**src/rtl/cpu_types_pkg.sv**
```systemverilog
// rtl/cpu_types_pkg.sv - shared word, RAM status and arbiter state types
package cpu_types_pkg;

  typedef logic [31:0] word_t;

  // RAM port status as reported by the memory model/controller
  typedef enum logic [1:0] {
    FREE   = 2'd0,
    BUSY   = 2'd1,
    ACCESS = 2'd2,
    ERROR  = 2'd3
  } ramstate_t;

  // Arbiter grant state
  typedef enum logic [1:0] {
    IDLE   = 2'd0,
    DGRANT = 2'd1,
    IGRANT = 2'd2
  } arbstate_t;

endpackage

```
**src/rtl/arb_stats.sv**
```systemverilog
// rtl/arb_stats.sv - grant and instruction-stall counters for mem_arbiter (MEM_ARB_STATS_EN)
module arb_stats
  import cpu_types_pkg::*;
(
  input  logic  CLK,
  input  logic  RST,
  input  logic  dgrant_done_i,
  input  logic  igrant_done_i,
  input  logic  istall_i,
  output word_t stat_dgrants_o,
  output word_t stat_igrants_o,
  output word_t stat_istall_o
);

  word_t dgrants_q, dgrants_d;
  word_t igrants_q, igrants_d;
  word_t istall_q, istall_d;

  // next counts; plain 32-bit adds so each counter wraps modulo 2^32
  always_comb begin
    dgrants_d = dgrants_q;
    igrants_d = igrants_q;
    istall_d  = istall_q;
    if (dgrant_done_i) dgrants_d = dgrants_q + 32'd1;
    if (igrant_done_i) igrants_d = igrants_q + 32'd1;
    if (istall_i)      istall_d  = istall_q + 32'd1;
  end

  // counter registers
  always_ff @(posedge CLK or posedge RST) begin
    if (RST) begin
      dgrants_q <= '0;
      igrants_q <= '0;
      istall_q  <= '0;
    end else begin
      dgrants_q <= dgrants_d;
      igrants_q <= igrants_d;
      istall_q  <= istall_d;
    end
  end

  assign stat_dgrants_o = dgrants_q;
  assign stat_igrants_o = igrants_q;
  assign stat_istall_o  = istall_q;

endmodule

```
**src/rtl/mem_arbiter.sv**
```systemverilog
// rtl/mem_arbiter.sv - icache/dcache to single RAM port arbiter; optional stats via MEM_ARB_STATS_EN
module mem_arbiter
  import cpu_types_pkg::*;
#(
  parameter int unsigned STARVE_MAX = 4
) (
  input  logic       CLK,
  input  logic       RST,
  input  logic       iREN,
  input  word_t      iaddr,
  output word_t      iload,
  output logic       iwait,
  input  logic       dREN,
  input  logic       dWEN,
  input  word_t      daddr,
  input  word_t      dstore,
  output word_t      dload,
  output logic       dwait,
  output logic       ramREN,
  output logic       ramWEN,
  output word_t      ramaddr,
  output word_t      ramstore,
  input  word_t      ramload,
  input  logic [1:0] ramstate,
  output word_t      stat_dgrants,
  output word_t      stat_igrants,
  output word_t      stat_istall
);

  localparam int unsigned SW = $clog2(STARVE_MAX + 1);
  localparam logic [SW-1:0] STARVE_LIM = SW'(STARVE_MAX);

  arbstate_t     state_q, state_d;
  word_t         addr_q, addr_d;
  word_t         wdata_q, wdata_d;
  logic          wen_q, wen_d;
  logic [SW-1:0] starve_q, starve_d;

  logic dreq, access, granted, d_done, i_done;

  assign dreq    = dREN | dWEN;
  assign access  = (ramstate_t'(ramstate) == ACCESS);
  assign granted = (state_q != IDLE);
  assign d_done  = (state_q == DGRANT) && access;
  assign i_done  = (state_q == IGRANT) && access;

  // arbitration and latching of the winner; a grant is held until the RAM reports ACCESS
  always_comb begin
    state_d = state_q;
    addr_d  = addr_q;
    wdata_d = wdata_q;
    wen_d   = wen_q;
    unique case (state_q)
      IDLE: begin
        if (dreq && (!iREN || (starve_q < STARVE_LIM))) begin
          state_d = DGRANT;
          addr_d  = daddr;
          wdata_d = dstore;
          wen_d   = dWEN;
        end else if (iREN) begin
          state_d = IGRANT;
          addr_d  = iaddr;
          wdata_d = '0;
          wen_d   = 1'b0;
        end
      end
      DGRANT, IGRANT: begin
        if (access) state_d = IDLE;
      end
      default: state_d = IDLE;
    endcase
  end

  // starvation counter: data completions while ifetch waits, saturating; cleared otherwise
  always_comb begin
    starve_d = starve_q;
    if (d_done) begin
      if (!iREN)                         starve_d = '0;
      else if (starve_q != STARVE_LIM)   starve_d = starve_q + SW'(1);
    end else if (i_done) begin
      starve_d = '0;
    end
  end

  // state and latched-request registers; reset drops strobes immediately via state_q
  always_ff @(posedge CLK or posedge RST) begin
    if (RST) begin
      state_q  <= IDLE;
      addr_q   <= '0;
      wdata_q  <= '0;
      wen_q    <= 1'b0;
      starve_q <= '0;
    end else begin
      state_q  <= state_d;
      addr_q   <= addr_d;
      wdata_q  <= wdata_d;
      wen_q    <= wen_d;
      starve_q <= starve_d;
    end
  end

  assign ramREN   = granted && !wen_q;
  assign ramWEN   = granted && wen_q;
  assign ramaddr  = granted ? addr_q  : '0;
  assign ramstore = granted ? wdata_q : '0;

  assign dwait = !d_done;
  assign iwait = !i_done;
  assign dload = d_done ? ramload : '0;
  assign iload = i_done ? ramload : '0;

`ifdef MEM_ARB_STATS_EN
  logic istall;
  assign istall = iREN && iwait;

  arb_stats u_stats (
    .CLK            (CLK),
    .RST            (RST),
    .dgrant_done_i  (d_done),
    .igrant_done_i  (i_done),
    .istall_i       (istall),
    .stat_dgrants_o (stat_dgrants),
    .stat_igrants_o (stat_igrants),
    .stat_istall_o  (stat_istall)
  );
`else
  assign stat_dgrants = '0;
  assign stat_igrants = '0;
  assign stat_istall  = '0;
`endif

endmodule
```
**config.mk**
```make
export PLATFORM = sky130hd
export DESIGN_NAME = mem_arbiter
export DESIGN_NICKNAME = d
export VERILOG_FILES = /design/src/rtl/cpu_types_pkg.sv /design/src/rtl/arb_stats.sv /design/src/rtl/mem_arbiter.sv
export SDC_FILE = /design/constraint.sdc
export NUM_CORES = 1
export LEC_CHECK = 0
export CAP_MARGIN = 40
export CORE_AREA = 2 2 139 141
export DETAILED_ROUTE_END_ITERATION = 12
export DIE_AREA = 0 0 141 143
export GPL_TIMING_DRIVEN = 0
export HOLD_SLACK_MARGIN = 0.02
export PLACE_DENSITY = 0.74
export SYNTH_ARGS = -nofsm -noshare
export SYNTH_HDL_FRONTEND = slang
export SYNTH_SLANG_ARGS = --single-unit
```
**constraint.sdc**
```tcl
create_clock -name CLK -period 2.6 [get_ports CLK]
set_input_delay 0.26 -clock CLK [delete_from_list [all_inputs] [get_ports CLK]]
set_output_delay 0.26 -clock CLK [all_outputs]
set_load 0.005 [all_outputs]
```
-- Word level (Yosys, flattened, before mapping)
Index checks and enable logic that the tools add are counted.
- bits in registers: 70
- input port bits: 135
- output and inout bits: 228
- logic and storage cells: 51
- add/sub/neg operators: 1
- $lt $le $gt $ge: 1
- eq/ne operators: 7
- muxes and demuxes: 18
- bitwise gates (word level): 1
- reductions and logical operators: 18
- operators by type and width (operator ; number):
    32-bit 2-to-1 mux ; 8
    3-bit 2-to-1 mux ; 4
    2-bit 2-to-1 mux ; 3
    3-bit inequality test (second input constant) ; 2
    2-bit AND reduction ; 3
    2-bit nonzero test ; 3
    1-bit logical AND ; 5
    2-bit == test (second input constant) ; 2
    1-bit zero test ; 4
    2-bit one-hot mux with 2 select lines ; 1
    3-bit by 1-bit adder with 3-bit output (second input constant) ; 1
    3-bit less-than comparator (second input constant) ; 1
    3-bit by 2-bit inequality test with 1-bit output (second input constant) ; 1
    2-bit by 1-bit == test with 1-bit output (second input constant) ; 1
    2-bit zero test ; 1
    1-bit 2-to-1 mux ; 2
    2-bit inequality test (second input constant) ; 1
    2-bit OR reduction ; 1
    1-bit logical OR ; 1
    1-bit OR ; 1

-- Longest topological paths before layout
Gate-level depths: netlist (run 1).
- depth in word-level cells: 5
- depth in mapped cells: 7
- mapped depth without buffers: 5

-- Least setup slack after synthesis (run 1)
No wires, ideal clock.
- path kind: reg-to-output
- start point: reg state_q[0]
- end point: out ramaddr[13]
- data arrival time: 1367 ps
- required time: 2340 ps
- setup slack: 973 ps
- stages on the path, launching flop included: 6
- buffers on the path: 2
- cell sequence: dfrtp_1 -> inv_1 -> ha_1 -> clkbuf_1 -> clkbuf_1 -> nor2b_1
- longest elaborated chain between the ends: 2
- ends and longest elaborated chain (element ; line ; text):
    from (decl) ; mem_arbiter.sv:33 ; arbstate_t state_q, state_d;
    from (signal assigned) ; mem_arbiter.sv:94 ; state_q <= state_d;
    2-bit nonzero test ; mem_arbiter.sv:43 ; assign granted = (state_q != IDLE);
    32-bit 2-to-1 mux ; mem_arbiter.sv:104 ; assign ramaddr = granted ? addr_q : '0;
    to (decl) ; mem_arbiter.sv:21 ; output word_t ramaddr,
Every way passes these cells.

-- Worst setup path in the final report (run 1)
- start point: in ramstate[1]
- end point: out iload[11]
- longest elaborated chain between the ends: 3
- ends and longest elaborated chain (element ; line ; text):
    from (decl) ; mem_arbiter.sv:24 ; input logic [1:0] ramstate,
    2-bit == test ; mem_arbiter.sv:42 ; assign access = (ramstate_t'(ramstate) == ACCESS);
    1-bit logical AND ; mem_arbiter.sv:45 ; assign i_done = (state_q == IGRANT) && access;
    32-bit 2-to-1 mux ; mem_arbiter.sv:110 ; assign iload = i_done ? ramload : '0;
    to (decl) ; mem_arbiter.sv:11 ; output word_t iload,
Every way passes these cells.

==> impl_metrics.toml, run 1 <==
[status]
outcome = "complete, no violations"

[min_path]
min_path_type = "input port to asynchronous set/reset pin"

[drt]
dr.pass1.iters = 4
vias = 4454
drt_iter0_drc = 108
wl_per_cell_um = 14.0
remaining_drc_errors = 0
ant_nets = 0
wirelength_um = 15600
avgViaCountPerCell = 4.01

[floorplanning]
initial_core_util = 0.251
die_h_um = 143
die_x_um = 141
rows = 50
design.core.area_um2 = 18600
die-area_um2 = 20200
ioPinCount = 363

[synth]
ys_ff_latch = 70
yosys.cell_types.count = 29
synth_ff_type = "dfrtp_1"
syn_inst = 501
synthArstFlopShare = 1.00
ys_seq_area_frac = 0.375
synth.avg_cell_area_um2 = 9.31
synth_edf_count = 0
yosysWarningCount = 0
synth_area_um2 = 4670

[cells_and_area]
drive_above_1_share = 0.164
fin_cells = 1110
final_cell_mix = "clkdlybuf4s50_1 (265), buf_4 (103), conb_1 (96)"
layout.cells.most_common = "clkdlybuf4s50_1"
syn2layout_area_growth_pct = 78.5
final_nets = 1012
n_antenna_cell = 0

[timing]
fmax_ghz = 0.404
fin_crit_sh = 0.951
hold_viol_final = 0
worst_pin_slew_ps = 570
fin_crit_ps = 2470
max_slew_margin = 0.620
finClkSkew_ps = 11.3
finalSetupViolCount = 0
slew_violations = 0
finalWorstSetupSlack_ps = 126

[placed_design]
place_congestion = 0.752
io_buffers = 265
dp_slack_ps = -26.7
dpl.hpwl_um = 12400
place_inst = 1096

[worst_setup_path]
cp_top_family = "buffers and inverters"
critPathMostFrequentCell = "clkdlybuf4s50_1"
required_ps = 2340
crit_type = "input port to output pin"
cp-start-kind = "input port"
arrival_ps = 2210
crit_path_top_delay_cell = "clkdlybuf4s50_1"
crit_path_cell_trace = "clkdlybuf4s50_1 > nor2b_1 > clkbuf_2 > clkbuf_1 > and3_1 > clkdlybuf4s50_1"
critPathMaxStageDelay_ps = 520
end_kind = "output pin"
critPathMaxFanout = 10
timing.critical_path.buf_inv = 4

[grt]
use_met3 = 0.0486
grtUsageMet1 = 0.164
busiest_layer = "met2"
use_met2 = 0.255
grtUsageTotal = 0.145
grt_pass1_wl_um = 22800
grt_start_max_net_pins = 54
overflow = 0
grt_pass1_vias = 4260
antenna_found_initial = 0

[power_and_ir_drop]
max-vdd-ir-drop_v = 0.000302
pwr_density_cell_nw_per_um2 = 798
p_leak_nw = 4.02

[clocking]
numCtsBuffers = 9
ctsHoldBuffers = 0
clkSlewWorstSetupHoldPaths_ps = 60
cts_root_buf = "clkbuf_16"
numClockSinks = 70
insertion_delay_ps = 340
clock_path_buffers = 2
h-tree-depth = 3
cts_tree = "built"

[job]
cap_viol_max_count = 0
## flip-flops by register name, summed over array words and instances, names as in the netlist
| signal | count |
|---|---|
| state_q | 2 |
| starve_q | 3 |
| addr_q | 32 |
| wen_q | 1 |
| wdata_q | 32 |
## kinds of logic after synthesis
kind of cell	count (synthesis)	share of synthesized area
AND/OR/NAND/NOR	176	0.218
buffers and inverters	139	0.202
AO/OA/AOI/OAI	76	0.117
flip-flops	70	0.375
multiplexers	34	0.0729
adder cells (fa/ha/maj)	5	0.0134
other	1	0.000804
## through the flow
stage | area [um^2] | utilization | TNS, ps | hold WS [ps] | total power (W)
after floorplan | 5020 | - | 0 | 393 | 0.00368
after global placement | 7970 | 0.429 | -52500 | 460 | 0.00536
after detailed placement | 8000 | 0.430 | -66.0 | 468 | 0.00542
after global routing | 8330 | 0.448 | -5.91 | 214 | 0.00713
after CTS | 8310 | 0.447 | 0 | 203 | 0.00674
final | 8330 | 0.448 | 0 | 217 | 0.00664
## power by group
group          internal [W]  switching [W]  leakage [nW]  total [W]
Sequential          0.00161       0.000251         0.868    0.00186
Combinational       0.00198        0.00155          3.00    0.00353
Clock              0.000790       0.000466         0.149    0.00126
Total               0.00438        0.00227          4.02    0.00664
## worst register-to-register path, cell delays in order (launching register included)
cell	delay, ps
dfrtp_1	410
inv_1	100
ha_2	280
o31ai_4	180
clkbuf_1	290
a22o_1	300
## worst paths after layout
check	from	to	slack, ps	depth (start not counted)
worst max-delay path	ramstate[1]	iload[11]	130	6
worst min-delay path	RST	state_q[1]$_DFFE_PP0P_	220	2
worst max register to register	state_q[0]$_DFFE_PP0P_	wdata_q[19]$_DFFE_PP0P_	910	5
min in group CLK	iREN	starve_q[2]$_DFFE_PP0P_	240	3
max in group asynchronous	RST	addr_q[8]$_DFFE_PP0P_	1820	3
worst min register to register	addr_q[20]$_DFFE_PP0P_	addr_q[20]$_DFFE_PP0P_	470	2
## metal layers
metal,vias up,part of all wire
met1,2001,0.39
li1,2224,-
met4,0,0.017
met3,18,0.092
met5,-,0
met2,211,0.50
## cell type report
class / count / area (um^2)
Buffer: 132 / 945
Clock inverter: 3 / 43.8
Clock buffer: 12 / 256
Tap cell: 234 / 293
Timing Repair Buffer: 266 / 2680
Fill cell: 1845 / 10300
Inverter: 6 / 25.0
Sequential cell: 70 / 1750
Multi-Input combinational cell: 387 / 2330
## cell usage after synthesis (all sizes together) (2+ instances only)
cell type,number,area (um^2)
clkbuf,24,90.1
a22o,35,307
nand3,3,15.0
mux2i,34,340
inv,6,22.5
a21o,2,15.0
dfrtp,70,1750
and3,33,206
ha,5,62.6
buf,109,832
and2,33,206
o21ai,32,160
nor2b,66,413
nand2,34,128
a21oi,3,15.0
## timing repair
item / in CTS / in global routing
hold endpoints to repair: 0 / 0
gates resized for setup: 12 / 16
endpoints found under the setup margin: 72 / 42
setup buffers: 0 / 0
pin swaps: 0 / 1
(Power assumes the default switching activity.)
==> inputs of run 2 (changes only) <==
SKIP_LAST_GASP = 1   (was default)
SLEW_MARGIN = 20   (was default)
SYNTH_HIERARCHICAL = 1   (was default)
==> results of run 2 <==
The final DEF is identical to that of run 1; final timing and power are the same.
Main changes from that run: Yosys warning count 0 -> 6; number of gates resized after CTS 12 -> 11
==> inputs of run 3 (changes only) <==
SYNTH_HIERARCHICAL = default   (was 1)
==> results of run 3 <==
The final DEF is identical to that of run 1; final timing and power are the same.
Main changes from that run: number of gates resized after CTS 12 -> 11
==> variant (config.mk and constraints of run 1) <==
Re-encode `arbstate_t` (3 states) as one-hot, 3 bits wide.
--- a/src/rtl/cpu_types_pkg.sv
+++ b/src/rtl/cpu_types_pkg.sv
@@ -14,6 +14,6 @@
   // Arbiter grant state
-  typedef enum logic [1:0] {
-    IDLE   = 2'd0,
-    DGRANT = 2'd1,
-    IGRANT = 2'd2
+  typedef enum logic [2:0] {
+    IDLE   = 3'b001,
+    DGRANT = 3'b010,
+    IGRANT = 3'b100
   } arbstate_t;
Formal check against the unedited RTL: same outputs for any inputs over 10 cycles, from zero or initial values and one cycle with RST high; not proved beyond that.
==> variant against run 1 <==
Sequential cell count rose by 1. Core utilization grew 1.9 points. First-iteration DRC count fell by 46%. Total power rose by 10%. Highest routed layer unchanged. Die area did not move. Design area rose by 4.2%. Critical endpoint unchanged. Synthesized area grew 2.7%. Setup slack worse by 46 ps. Final cell count down 2.6%. Sequential power up 4%. Global-route usage grew 0.43 points. Routed wire length rose by 0.69%.
==> variant: results <==
group,metric,value,unit
critical_path,ff2ff_path_depth,4,
synth,synthAdderAreaFrac,0.522,%
global_route,met1_usage,15.1,%
detailed_routing,met3RoutedLength,1660,µm
detailed_routing,drtIter0Drc,58,
run_status,status,"completed",
synth,muxShareOfSynthArea,15.7,%
synth,synth_compound_area_share,7.63,%
critical_path,critPathMaxFanout,7,
power,leakagePower,4.56,nW
synth,synthTopCellsByCount,"buf_4 (96), dfrtp_1 (70), and2_1 (65), nor2b_1 (65), mux2_2 (58)",
detailed_routing,wl_met2,8280,µm
power,p_sw_share,32.4,%
synth,syn_avg_cell_area,10.4,µm²
critical_path,cpPeakStageDelay,490,ps
global_route,grt_pass1_wl,23300,µm
global_route,grt_max_degree,47,
clocking,post-cts-setup-buffers,5,
cells_and_area,finalNonFillerCells,1081,
synth,yosysSeqAreaShare,37.1,%
power,ir_drop,0.499,mV
cells_and_area,num-nets-final,979,
timing,relSlewSlack,53.9,%
global_route,grt.total_usage,15.0,%
detailed_routing,wire_per_inst,14.5,µm
placement,hpwl,12500,µm
synth,synth_xor_area_share,0.183,%
==> variant: stage by stage <==
step,cell area (µm²),hold WS (ps)
after floorplan,5150,393
after global placement,8100,479
after detailed placement,8130,485
after CTS,8560,271
after global routing,8680,294
final,8680,264
==> variant: power by group through the flow <==
stage	combinational, mW	sequential [mW]	clock (mW)
after floorplan	2.16	1.85	0
after global placement	4.03	1.92	0
after detailed placement	4.09	1.92	0
after CTS	4.16	1.92	1.32
after global routing	4.49	2.00	1.36
final	4.12	1.93	1.28
==> variant: critical path: cells and delay by family (launching register included) <==
kind | cells | cell delay (ps)
flip-flops | 1 | 400
AND/OR/NAND/NOR | 3 | 720
buffers and inverters | 3 | 800
==> variant: kinds of logic after synthesis <==
kind of cell | after synthesis
adder cells (fa/ha/maj) | 2
XOR/XNOR | 1
buffers and inverters | 130
flip-flops | 71
multiplexers | 65
AO/OA/AOI/OAI | 43
AND/OR/NAND/NOR | 147
other | 1
==> variant: path summary, 6_finish.rpt <==
| check | end | start | slack, ps |
|---|---|---|---|
| max | iload[11] | state_q[0] | 80 |
| min | wdata_q[16] | RST | 260 |
| max reg2reg | addr_q[4] | starve_q[2] | 490 |
| min reg2reg | addr_q[14] | addr_q[14] | 490 |
| max in group asynchronous | addr_q[9] | RST | 1770 |
| min in group CLK | starve_q[0] | ramstate[0] | 330 |
==> variant: layout make-up <==
| class | count | area (µm²) | share of cell area [%] |
|---|---|---|---|
| buffer | 124 | 962 | 11.1 |
| clock buffer | 9 | 225 | 2.60 |
| clock inverter | 7 | 77.6 | 0.894 |
| inverter | 6 | 25.0 | 0.288 |
| multi-input combinational | 354 | 2470 | 28.5 |
| sequential | 71 | 1780 | 20.5 |
| tap | 234 | 293 | 3.37 |
| timing repair buffer | 276 | 2840 | 32.8 |
